**src/rtl/cu_pkg.sv**
```systemverilog
// Shared decode constants and control payload types for the pipelined control unit.
// Contents: opcode and ALU code enums, ImmSrc/ResultSrc encodings, the
// ID-stage control bundle and the trimmed EX/MEM and MEM/WB payloads,
// plus a helper that maps funct3 to the base (funct7=0) ALU operation.
package cu_pkg;

  localparam int unsigned ALU_CODE_W = 4;

  typedef enum logic [6:0] {
    OP_R      = 7'b0110011,
    OP_I      = 7'b0010011,
    OP_LOAD   = 7'b0000011,
    OP_STORE  = 7'b0100011,
    OP_BRANCH = 7'b1100011,
    OP_JAL    = 7'b1101111,
    OP_JALR   = 7'b1100111,
    OP_LUI    = 7'b0110111,
    OP_AUIPC  = 7'b0010111
  } opcode_e;

  typedef enum logic [ALU_CODE_W-1:0] {
    ALU_ADD    = 4'd0,
    ALU_SUB    = 4'd1,
    ALU_AND    = 4'd2,
    ALU_OR     = 4'd3,
    ALU_XOR    = 4'd4,
    ALU_SLT    = 4'd5,
    ALU_SLTU   = 4'd6,
    ALU_SLL    = 4'd7,
    ALU_SRL    = 4'd8,
    ALU_SRA    = 4'd9,
    ALU_PASSB  = 4'd10,
    ALU_MUL    = 4'd11,
    ALU_MULH   = 4'd12,
    ALU_MULHSU = 4'd13,
    ALU_MULHU  = 4'd14,
    ALU_DIV    = 4'd15
  } alu_op_e;

  typedef enum logic [2:0] {
    IMM_I = 3'b000,
    IMM_S = 3'b001,
    IMM_B = 3'b010,
    IMM_J = 3'b011,
    IMM_U = 3'b100
  } imm_src_e;

  typedef enum logic [1:0] {
    RES_ALU = 2'b00,
    RES_MEM = 2'b01,
    RES_PC4 = 2'b10
  } res_src_e;

  typedef struct packed {
    logic     ALUSrcA;
    logic     ALUSrcB;
    alu_op_e  ALUControl;
    logic     Branch;
    logic     Jump;
    logic     JumpReg;
    logic     MemWrite;
    logic     RegWrite;
    res_src_e ResultSrc;
    logic [2:0] funct3;
    logic     illegal;
  } ctrl_bundle_t;

  typedef struct packed {
    logic     MemWrite;
    logic     RegWrite;
    res_src_e ResultSrc;
    logic [2:0] funct3;
  } mem_ctrl_t;

  typedef struct packed {
    logic     RegWrite;
    res_src_e ResultSrc;
  } wb_ctrl_t;

  // funct3 -> ALU op for the funct7=0000000 encodings shared by R and I types.
  function automatic alu_op_e base_alu(input logic [2:0] f3);
    case (f3)
      3'b000:  return ALU_ADD;
      3'b001:  return ALU_SLL;
      3'b010:  return ALU_SLT;
      3'b011:  return ALU_SLTU;
      3'b100:  return ALU_XOR;
      3'b101:  return ALU_SRL;
      3'b110:  return ALU_OR;
      default: return ALU_AND;
    endcase
  endfunction

endpackage

```
**src/rtl/cu_decode.sv**
```systemverilog
// Combinational RV32I instruction decoder: instr -> control bundle.
// Ports: instr (32b ID instruction), id_valid (0 = bubble),
//        ctrl_c (decoded bundle), imm_src_c (immediate select).
// Optional build macro CU_MULDIV_EN enables the M-extension encodings.
module cu_decode
  import cu_pkg::*;
#(
  parameter int unsigned ALU_CTRL_W = 4
) (
  input  logic [31:0]  instr,
  input  logic         id_valid,
  output ctrl_bundle_t ctrl_c,
  output imm_src_e     imm_src_c
);

  logic [6:0] opcode;
  logic [2:0] funct3;
  logic [6:0] funct7;
  logic       legal;
  logic       unused_fields;

  assign opcode = instr[6:0];
  assign funct3 = instr[14:12];
  assign funct7 = instr[31:25];

  // Register specifiers are datapath concerns, not control.
  assign unused_fields = ^{instr[24:15], instr[11:7]};

`ifndef CU_MULDIV_EN
  logic unused_alu_w;
  assign unused_alu_w = (ALU_CTRL_W >= 5);
`endif

  // Class decode; illegal or invalid instructions collapse to a bubble.
  always_comb begin
    ctrl_c        = '0;
    ctrl_c.funct3 = funct3;
    imm_src_c     = IMM_I;
    legal         = 1'b1;

    case (opcode)
      OP_R: begin
        ctrl_c.RegWrite = 1'b1;
        case (funct7)
          7'b0000000: ctrl_c.ALUControl = base_alu(funct3);
          7'b0100000: begin
            if (funct3 == 3'b000)      ctrl_c.ALUControl = ALU_SUB;
            else if (funct3 == 3'b101) ctrl_c.ALUControl = ALU_SRA;
            else                       legal = 1'b0;
          end
`ifdef CU_MULDIV_EN
          7'b0000001: begin
            case (funct3)
              3'b000:  ctrl_c.ALUControl = ALU_MUL;
              3'b001:  ctrl_c.ALUControl = ALU_MULH;
              3'b010:  ctrl_c.ALUControl = ALU_MULHSU;
              3'b011:  ctrl_c.ALUControl = ALU_MULHU;
              default: begin
                // Divide/remainder share one code, only reachable with a wide ALU field.
                if (ALU_CTRL_W >= 5) ctrl_c.ALUControl = ALU_DIV;
                else                 legal = 1'b0;
              end
            endcase
          end
`endif
          default: legal = 1'b0;
        endcase
      end
      OP_I: begin
        ctrl_c.RegWrite = 1'b1;
        ctrl_c.ALUSrcB  = 1'b1;
        // Only the right-shift immediate uses funct7[5]; ADDI ignores it.
        if (funct3 == 3'b101 && funct7[5]) ctrl_c.ALUControl = ALU_SRA;
        else                               ctrl_c.ALUControl = base_alu(funct3);
      end
      OP_LOAD: begin
        ctrl_c.RegWrite  = 1'b1;
        ctrl_c.ALUSrcB   = 1'b1;
        ctrl_c.ResultSrc = RES_MEM;
      end
      OP_STORE: begin
        ctrl_c.MemWrite = 1'b1;
        ctrl_c.ALUSrcB  = 1'b1;
        imm_src_c       = IMM_S;
      end
      OP_BRANCH: begin
        ctrl_c.Branch     = 1'b1;
        ctrl_c.ALUControl = ALU_SUB;
        imm_src_c         = IMM_B;
      end
      OP_JAL: begin
        ctrl_c.Jump      = 1'b1;
        ctrl_c.RegWrite  = 1'b1;
        ctrl_c.ALUSrcA   = 1'b1;
        ctrl_c.ALUSrcB   = 1'b1;
        ctrl_c.ResultSrc = RES_PC4;
        imm_src_c        = IMM_J;
      end
      OP_JALR: begin
        ctrl_c.JumpReg   = 1'b1;
        ctrl_c.RegWrite  = 1'b1;
        ctrl_c.ALUSrcB   = 1'b1;
        ctrl_c.ResultSrc = RES_PC4;
      end
      OP_LUI: begin
        ctrl_c.RegWrite   = 1'b1;
        ctrl_c.ALUSrcB    = 1'b1;
        ctrl_c.ALUControl = ALU_PASSB;
        imm_src_c         = IMM_U;
      end
      OP_AUIPC: begin
        ctrl_c.RegWrite = 1'b1;
        ctrl_c.ALUSrcA  = 1'b1;
        ctrl_c.ALUSrcB  = 1'b1;
        imm_src_c       = IMM_U;
      end
      default: legal = 1'b0;
    endcase

    if (!id_valid) begin
      ctrl_c    = '0;
      imm_src_c = IMM_I;
    end else if (!legal) begin
      ctrl_c         = '0;
      ctrl_c.illegal = 1'b1;
      imm_src_c      = IMM_I;
    end
  end

endmodule

```
**src/rtl/control_unit_pipe.sv**
```systemverilog
// Pipelined RV32I control unit: decodes in ID and carries controls through
// ID/EX, EX/MEM and MEM/WB, plus a saturating illegal-instruction counter.
// Ports: clk, rst (async, active high), instr, id_valid, stall, flush;
//        id_ImmSrc (combinational), ex_* / mem_* / wb_* stage controls,
//        ex_illegal, illegal_count.
// Optional build macro CU_MULDIV_EN (passed through to cu_decode).
module control_unit_pipe
  import cu_pkg::*;
#(
  parameter int unsigned ALU_CTRL_W = 4,
  parameter int unsigned CNT_W      = 8
) (
  input  logic                  clk,
  input  logic                  rst,
  input  logic [31:0]           instr,
  input  logic                  id_valid,
  input  logic                  stall,
  input  logic                  flush,
  output logic [2:0]            id_ImmSrc,
  output logic                  ex_ALUSrcA,
  output logic                  ex_ALUSrcB,
  output logic [ALU_CTRL_W-1:0] ex_ALUControl,
  output logic                  ex_Branch,
  output logic                  ex_Jump,
  output logic                  ex_JumpReg,
  output logic [2:0]            ex_funct3,
  output logic                  mem_MemWrite,
  output logic [2:0]            mem_funct3,
  output logic                  wb_RegWrite,
  output logic [1:0]            wb_ResultSrc,
  output logic                  ex_illegal,
  output logic [CNT_W-1:0]      illegal_count
);

  localparam logic [CNT_W-1:0] CNT_MAX = '1;

  ctrl_bundle_t     id_ctrl_c;
  imm_src_e         id_imm_c;
  ctrl_bundle_t     idex_q;
  mem_ctrl_t        exmem_q;
  wb_ctrl_t         memwb_q;
  logic [CNT_W-1:0] cnt_q;

  cu_decode #(.ALU_CTRL_W(ALU_CTRL_W)) u_decode (
    .instr     (instr),
    .id_valid  (id_valid),
    .ctrl_c    (id_ctrl_c),
    .imm_src_c (id_imm_c)
  );

  // ID/EX: flush beats stall so a squashed instruction never lingers.
  always_ff @(posedge clk or posedge rst) begin
    if (rst)         idex_q <= '0;
    else if (flush)  idex_q <= '0;
    else if (!stall) idex_q <= id_ctrl_c;
  end

  // EX/MEM: holds under stall regardless of flush.
  always_ff @(posedge clk or posedge rst) begin
    if (rst) begin
      exmem_q <= '0;
    end else if (!stall) begin
      exmem_q.MemWrite  <= idex_q.MemWrite;
      exmem_q.RegWrite  <= idex_q.RegWrite;
      exmem_q.ResultSrc <= idex_q.ResultSrc;
      exmem_q.funct3    <= idex_q.funct3;
    end
  end

  // MEM/WB.
  always_ff @(posedge clk or posedge rst) begin
    if (rst) begin
      memwb_q <= '0;
    end else if (!stall) begin
      memwb_q.RegWrite  <= exmem_q.RegWrite;
      memwb_q.ResultSrc <= exmem_q.ResultSrc;
    end
  end

  // Counts only illegal instructions that actually land in ID/EX.
  always_ff @(posedge clk or posedge rst) begin
    if (rst) begin
      cnt_q <= '0;
    end else if (!flush && !stall && id_ctrl_c.illegal && (cnt_q != CNT_MAX)) begin
      cnt_q <= cnt_q + CNT_W'(1);
    end
  end

  assign id_ImmSrc     = id_imm_c;
  assign ex_ALUSrcA    = idex_q.ALUSrcA;
  assign ex_ALUSrcB    = idex_q.ALUSrcB;
  assign ex_ALUControl = ALU_CTRL_W'(idex_q.ALUControl);
  assign ex_Branch     = idex_q.Branch;
  assign ex_Jump       = idex_q.Jump;
  assign ex_JumpReg    = idex_q.JumpReg;
  assign ex_funct3     = idex_q.funct3;
  assign ex_illegal    = idex_q.illegal;
  assign mem_MemWrite  = exmem_q.MemWrite;
  assign mem_funct3    = exmem_q.funct3;
  assign wb_RegWrite   = memwb_q.RegWrite;
  assign wb_ResultSrc  = memwb_q.ResultSrc;
  assign illegal_count = cnt_q;

endmodule

```
**config.mk**
```make
export PLATFORM = sky130hd
export DESIGN_NAME = control_unit_pipe
export DESIGN_NICKNAME = d
export VERILOG_FILES = /design/src/rtl/cu_pkg.sv /design/src/rtl/cu_decode.sv /design/src/rtl/control_unit_pipe.sv
export SDC_FILE = /design/constraint.sdc
export NUM_CORES = 1
export LEC_CHECK = 0
export ABC_AREA = 1
export CORE_UTILIZATION = 46
export CTS_BUF_LIST = sky130_fd_sc_hd__clkbuf_16
export CTS_CLUSTER_DIAMETER = 100
export DETAILED_ROUTE_END_ITERATION = 12
export PLACE_DENSITY = 0.86
export RECOVER_POWER = 50
export SETUP_SLACK_MARGIN = 0.15
export SYNTH_ARGS = -nofsm -noshare
export SYNTH_HDL_FRONTEND = slang
export SYNTH_SLANG_ARGS = --single-unit
```
**constraint.sdc**
```tcl
create_clock -name clk -period 1.8 [get_ports clk]
set_input_delay 0.45 -clock clk [delete_from_list [all_inputs] [get_ports clk]]
set_output_delay 0.45 -clock clk [all_outputs]
set_load 0.03 [all_outputs]
```
==> results of run 1 <==
[cells in the mapped netlist]
master,number,area [sq um]
and2_2,1,7.510
buf_4,11,82.58
inv_2,6,22.52
nor3_2,1,10.01
xor2_1,4,35.03
nand2_4,2,22.52
clkbuf_1,4,15.01
nand4_4,1,21.27
inv_1,20,75.07
nand2_1,95,356.6
nand3_2,2,20.02
xnor2_1,2,17.52
dfrtp_1,35,875.8
a21oi_1,3,15.01
nor2_2,1,6.260
o21ai_1,2,10.01
nor3_1,2,10.01
nand3b_1,2,15.01
nor3_4,1,16.27
nand3_1,19,95.09
o21ai_2,4,35.03
ha_1,1,12.51
o21a_1,1,7.510
nand4_1,12,75.07
nor2_4,4,45.04
o41ai_1,1,8.760
nor4_1,1,6.260
nand2_2,5,31.28
nor2_1,16,60.06
o21ai_0,7,35.03
[worst max-delay path, stage by stage]
cell	delay (ps)
buf_6	90
buf_8	120
inv_16	50
nand3_4	70
nor4_4	210
inv_2	120
a21oi_4	160
buf_6	140
[how the worst max path moves through the flow]
stage / to / from
after global routing: id_ImmSrc[1] / instr[4]
after global placement: id_ImmSrc[0] / instr[4]
after floorplan: id_ImmSrc[0] / instr[4]
after detailed placement: id_ImmSrc[0] / instr[4]
final: id_ImmSrc[0] / instr[4]
after CTS: id_ImmSrc[1] / instr[4]
[state kept, by name, summed over array words and instances, names as in the netlist, 2 cells and up]
signal and flops:
illegal_count 8, ex_ALUControl 4, idex_q 4, ex_funct3 3, exmem_q 3, mem_funct3 3, wb_ResultSrc 2
[placed cells by master, fill, tap and decap left out, types with 2 or more instances in the layout]
| cell | instances |
|---|---|
| a21oi_4 | 2 |
| nor2_2 | 7 |
| nor2_4 | 7 |
| o21ai_2 | 4 |
| nand3_1 | 10 |
| buf_8 | 2 |
| dfrtp_1 | 35 |
| buf_4 | 38 |
| xor2_1 | 4 |
| o21ai_1 | 2 |
| clkbuf_1 | 2 |
| nor3_1 | 2 |
| dlymetal6s2s_1 | 8 |
| nand4_1 | 12 |
| nand2_1 | 89 |
| buf_2 | 5 |
| nor2_1 | 7 |
| clkdlybuf4s15_1 | 2 |
| nor3_4 | 2 |
| nand2_4 | 3 |
| o21ai_0 | 7 |
| buf_6 | 5 |
| inv_2 | 11 |
| nand2_2 | 10 |
| dlygate4sd3_1 | 2 |
| inv_1 | 13 |
| nand3_2 | 10 |
| xnor2_1 | 2 |
| dlygate4sd2_1 | 30 |
| nand3b_1 | 2 |
| clkbuf_16 | 5 |
[cell families after synthesis]
| group | after synthesis | share of synthesized area [%] |
|---|---|---|
| compound gates | 18 | 5.443 |
| xor+xnor | 6 | 2.569 |
| fa+ha+maj | 1 | 0.6115 |
| buf+inv | 41 | 9.541 |
| flops | 35 | 42.81 |
| simple gates | 165 | 39.02 |
[through the flow]
| stage | std cells | hold slack (ps) | power (mW) | setup TNS [ps] |
|---|---|---|---|---|
| floorplan | 266 | 441.7 | 1.140 | 0 |
| global placement | 387 | 450.4 | 1.350 | -6939 |
| detailed placement | 387 | 459.3 | 1.369 | -8299 |
| CTS | 399 | 471.9 | 2.146 | -96.05 |
| global route | 405 | 493.2 | 2.295 | -232.6 |
| finish | 405 | 467.9 | 2.222 | -142.7 |
[repair_timing]
item / in CTS / in global routing
resized for setup: 78 / 29
gates cloned: 0 / 0
setup buffers: 5 / 6
setup endpoints to repair: 53 / 20
hold buffers: 0 / 0
pin swaps: 14 / 19
[power groups by stage]
stage | registers [mW] | logic [mW] | clock network [mW]
2_1_floorplan | 0.970 | 0.170 | 0
3_3_place_gp | 0.897 | 0.453 | 0
3_5_place_dp | 0.901 | 0.468 | 0
4_1_cts | 0.886 | 0.453 | 0.807
5_1_grt | 0.903 | 0.546 | 0.847
6_report | 0.899 | 0.505 | 0.818
[metal layers]
metal	wire [um]	share of wire, %	GRT usage, %	vias up
li1	-	-	-	1025
met5	0	0	0	-
met4	315	5.0	19.53	0
met3	450	7.1	6.086	35
met1	2344	37	28.79	1023
met2	3211	51	48.41	130
[final cells by class]
cell class / count / area, sq um / area share, %
Inverter: 26 / 116.4 / 3.679
Multi-Input combinational cell: 190 / 1132 / 35.80
Clock inverter: 2 / 8.758 / 0.2769
Tap cell: 50 / 62.56 / 1.978
Sequential cell: 35 / 875.8 / 27.69
Timing Repair Buffer: 97 / 842.1 / 26.62
Clock buffer: 5 / 125.1 / 3.956
==> results.yml, run 1 <==
run_status:
  status: "complete, but fails checks"
  violations: "negative setup slack"
setup_path:
  arrival_ps: 1420
  path_class: "in2out"
  r2r_end: "illegal_count[3]"
  crit_required_ps: 1350
  critPathLaunchType: "primary input"
  path_max_fanout: 2
  rr_startpoint: "illegal_count[0]"
  r2r_slack_ps: 170
  r2r_cells: 7
  end_kind: "primary output"
place:
  placed_cell_area_sq_mm: 0.002848
  place_ws_ps: -582.5
  dp_hpwl_um: 3869
  place.gp.congestion: 0.9008
  io_buffers: 52
logic_synthesis:
  synthCells: 266
  syn_area_sq_mm: 0.002046
  synth.ff_latch_count: 35
  ys_types: 30
  synth-seq-area-share_pct: 42.81
  yosys_warnings: 0
  synth_area_per_cell_sq_um: 7.691
  synthesis.nets: 304
sta:
  finalCritPeriodShare_pct: 103.7
  hold_viol: 0
  slew_headroom_pct: 40.52
  layout_setup_ws_ps: -65.79
  max_freq_ghz: 0.5360
  clock_skew_ps: 2.232
  fin_crit_ps: 1866
  worst_slew_pin_slew_ps: 892.2
  setup_viol: 3
  timing.final.max_slew_violations: 0
  rsz0062_at_grt: "yes"
job:
  drv_cap: 0
finish:
  fillers: 271
  fin_nets: 393
  drive_gt1_share_pct: 34.08
  antenna_cells: 0
  utilization_pct: 76.33
  fin_area_sq_mm: 0.003163
  area_growth_pct: 54.62
global_routing:
  grt_start_max_net_pins: 36
  grt_pass1_vias: 2157
  grt_antenna_before_repair: 0
  grt_pass1_wl_um: 9356
  grt_util_all_layers_pct: 27.51
  grt_overflow_total: 0
clock_network:
  clk_pin_slew_ps: 50
  numClockSinks: 35
  cts-root-buf: "clkbuf_16"
  clock_path_buffers: 2
  htree_levels: 2
  cts-buffers-inserted: 5
  clk_latency_ps: 280
  cts_tree: "yes"
power_and_ir_drop:
  pwr-share-seq_pct: 40.5
  pwr-share-clk_pct: 36.8
  p_leak_nw: 1.809
  p_sw_mw: 0.6967
  pwr_density_cell_mw_per_mm2: 702.5
  p_sw_share_pct: 31.35
  comb_power_share_pct: 22.7
  intPower_mw: 1.525
  vdd.ir_drop.worst_uv: 646.2
min_path:
  hold_end: "wb_ResultSrc[0]"
  min-delay-start: "wb_ResultSrc[0]"
  hold_class: "reg2reg"
  min_delay_path_depth: 2
floorplan:
  io_pins: 68
  die_x_um: 68.69
  dieHeight_um: 68.69
  core_sq_mm: 0.004144
  start_util_pct: 49.37
  die_area_sq_mm: 0.004718
  row_count: 23
detailed_routing:
  drtAntennaViolNets: 0
  avgRoutedWirePerCell_um: 15.61
  drt_iter0_markers: 159
  wl_um: 6323
  vias_per_cell: 5.464
  drc_errors: 0
  firstDrtPassIters: 4
  via_count: 2213
Note: power is estimated with default switching activity, not from simulation.
==> run 2: changes to the inputs <==
--- a/config.mk
+++ b/config.mk
@@ -6,6 +6,7 @@
 export NUM_CORES = 1
 export LEC_CHECK = 0
 export ABC_AREA = 1
+export ABC_CLOCK_PERIOD_IN_PS = 1800
 export CORE_UTILIZATION = 46
 export CTS_BUF_LIST = sky130_fd_sc_hd__clkbuf_16
 export CTS_CLUSTER_DIAMETER = 100
==> results of run 2 <==
No change in the layout: final DEF, timing and power equal those of run 1.
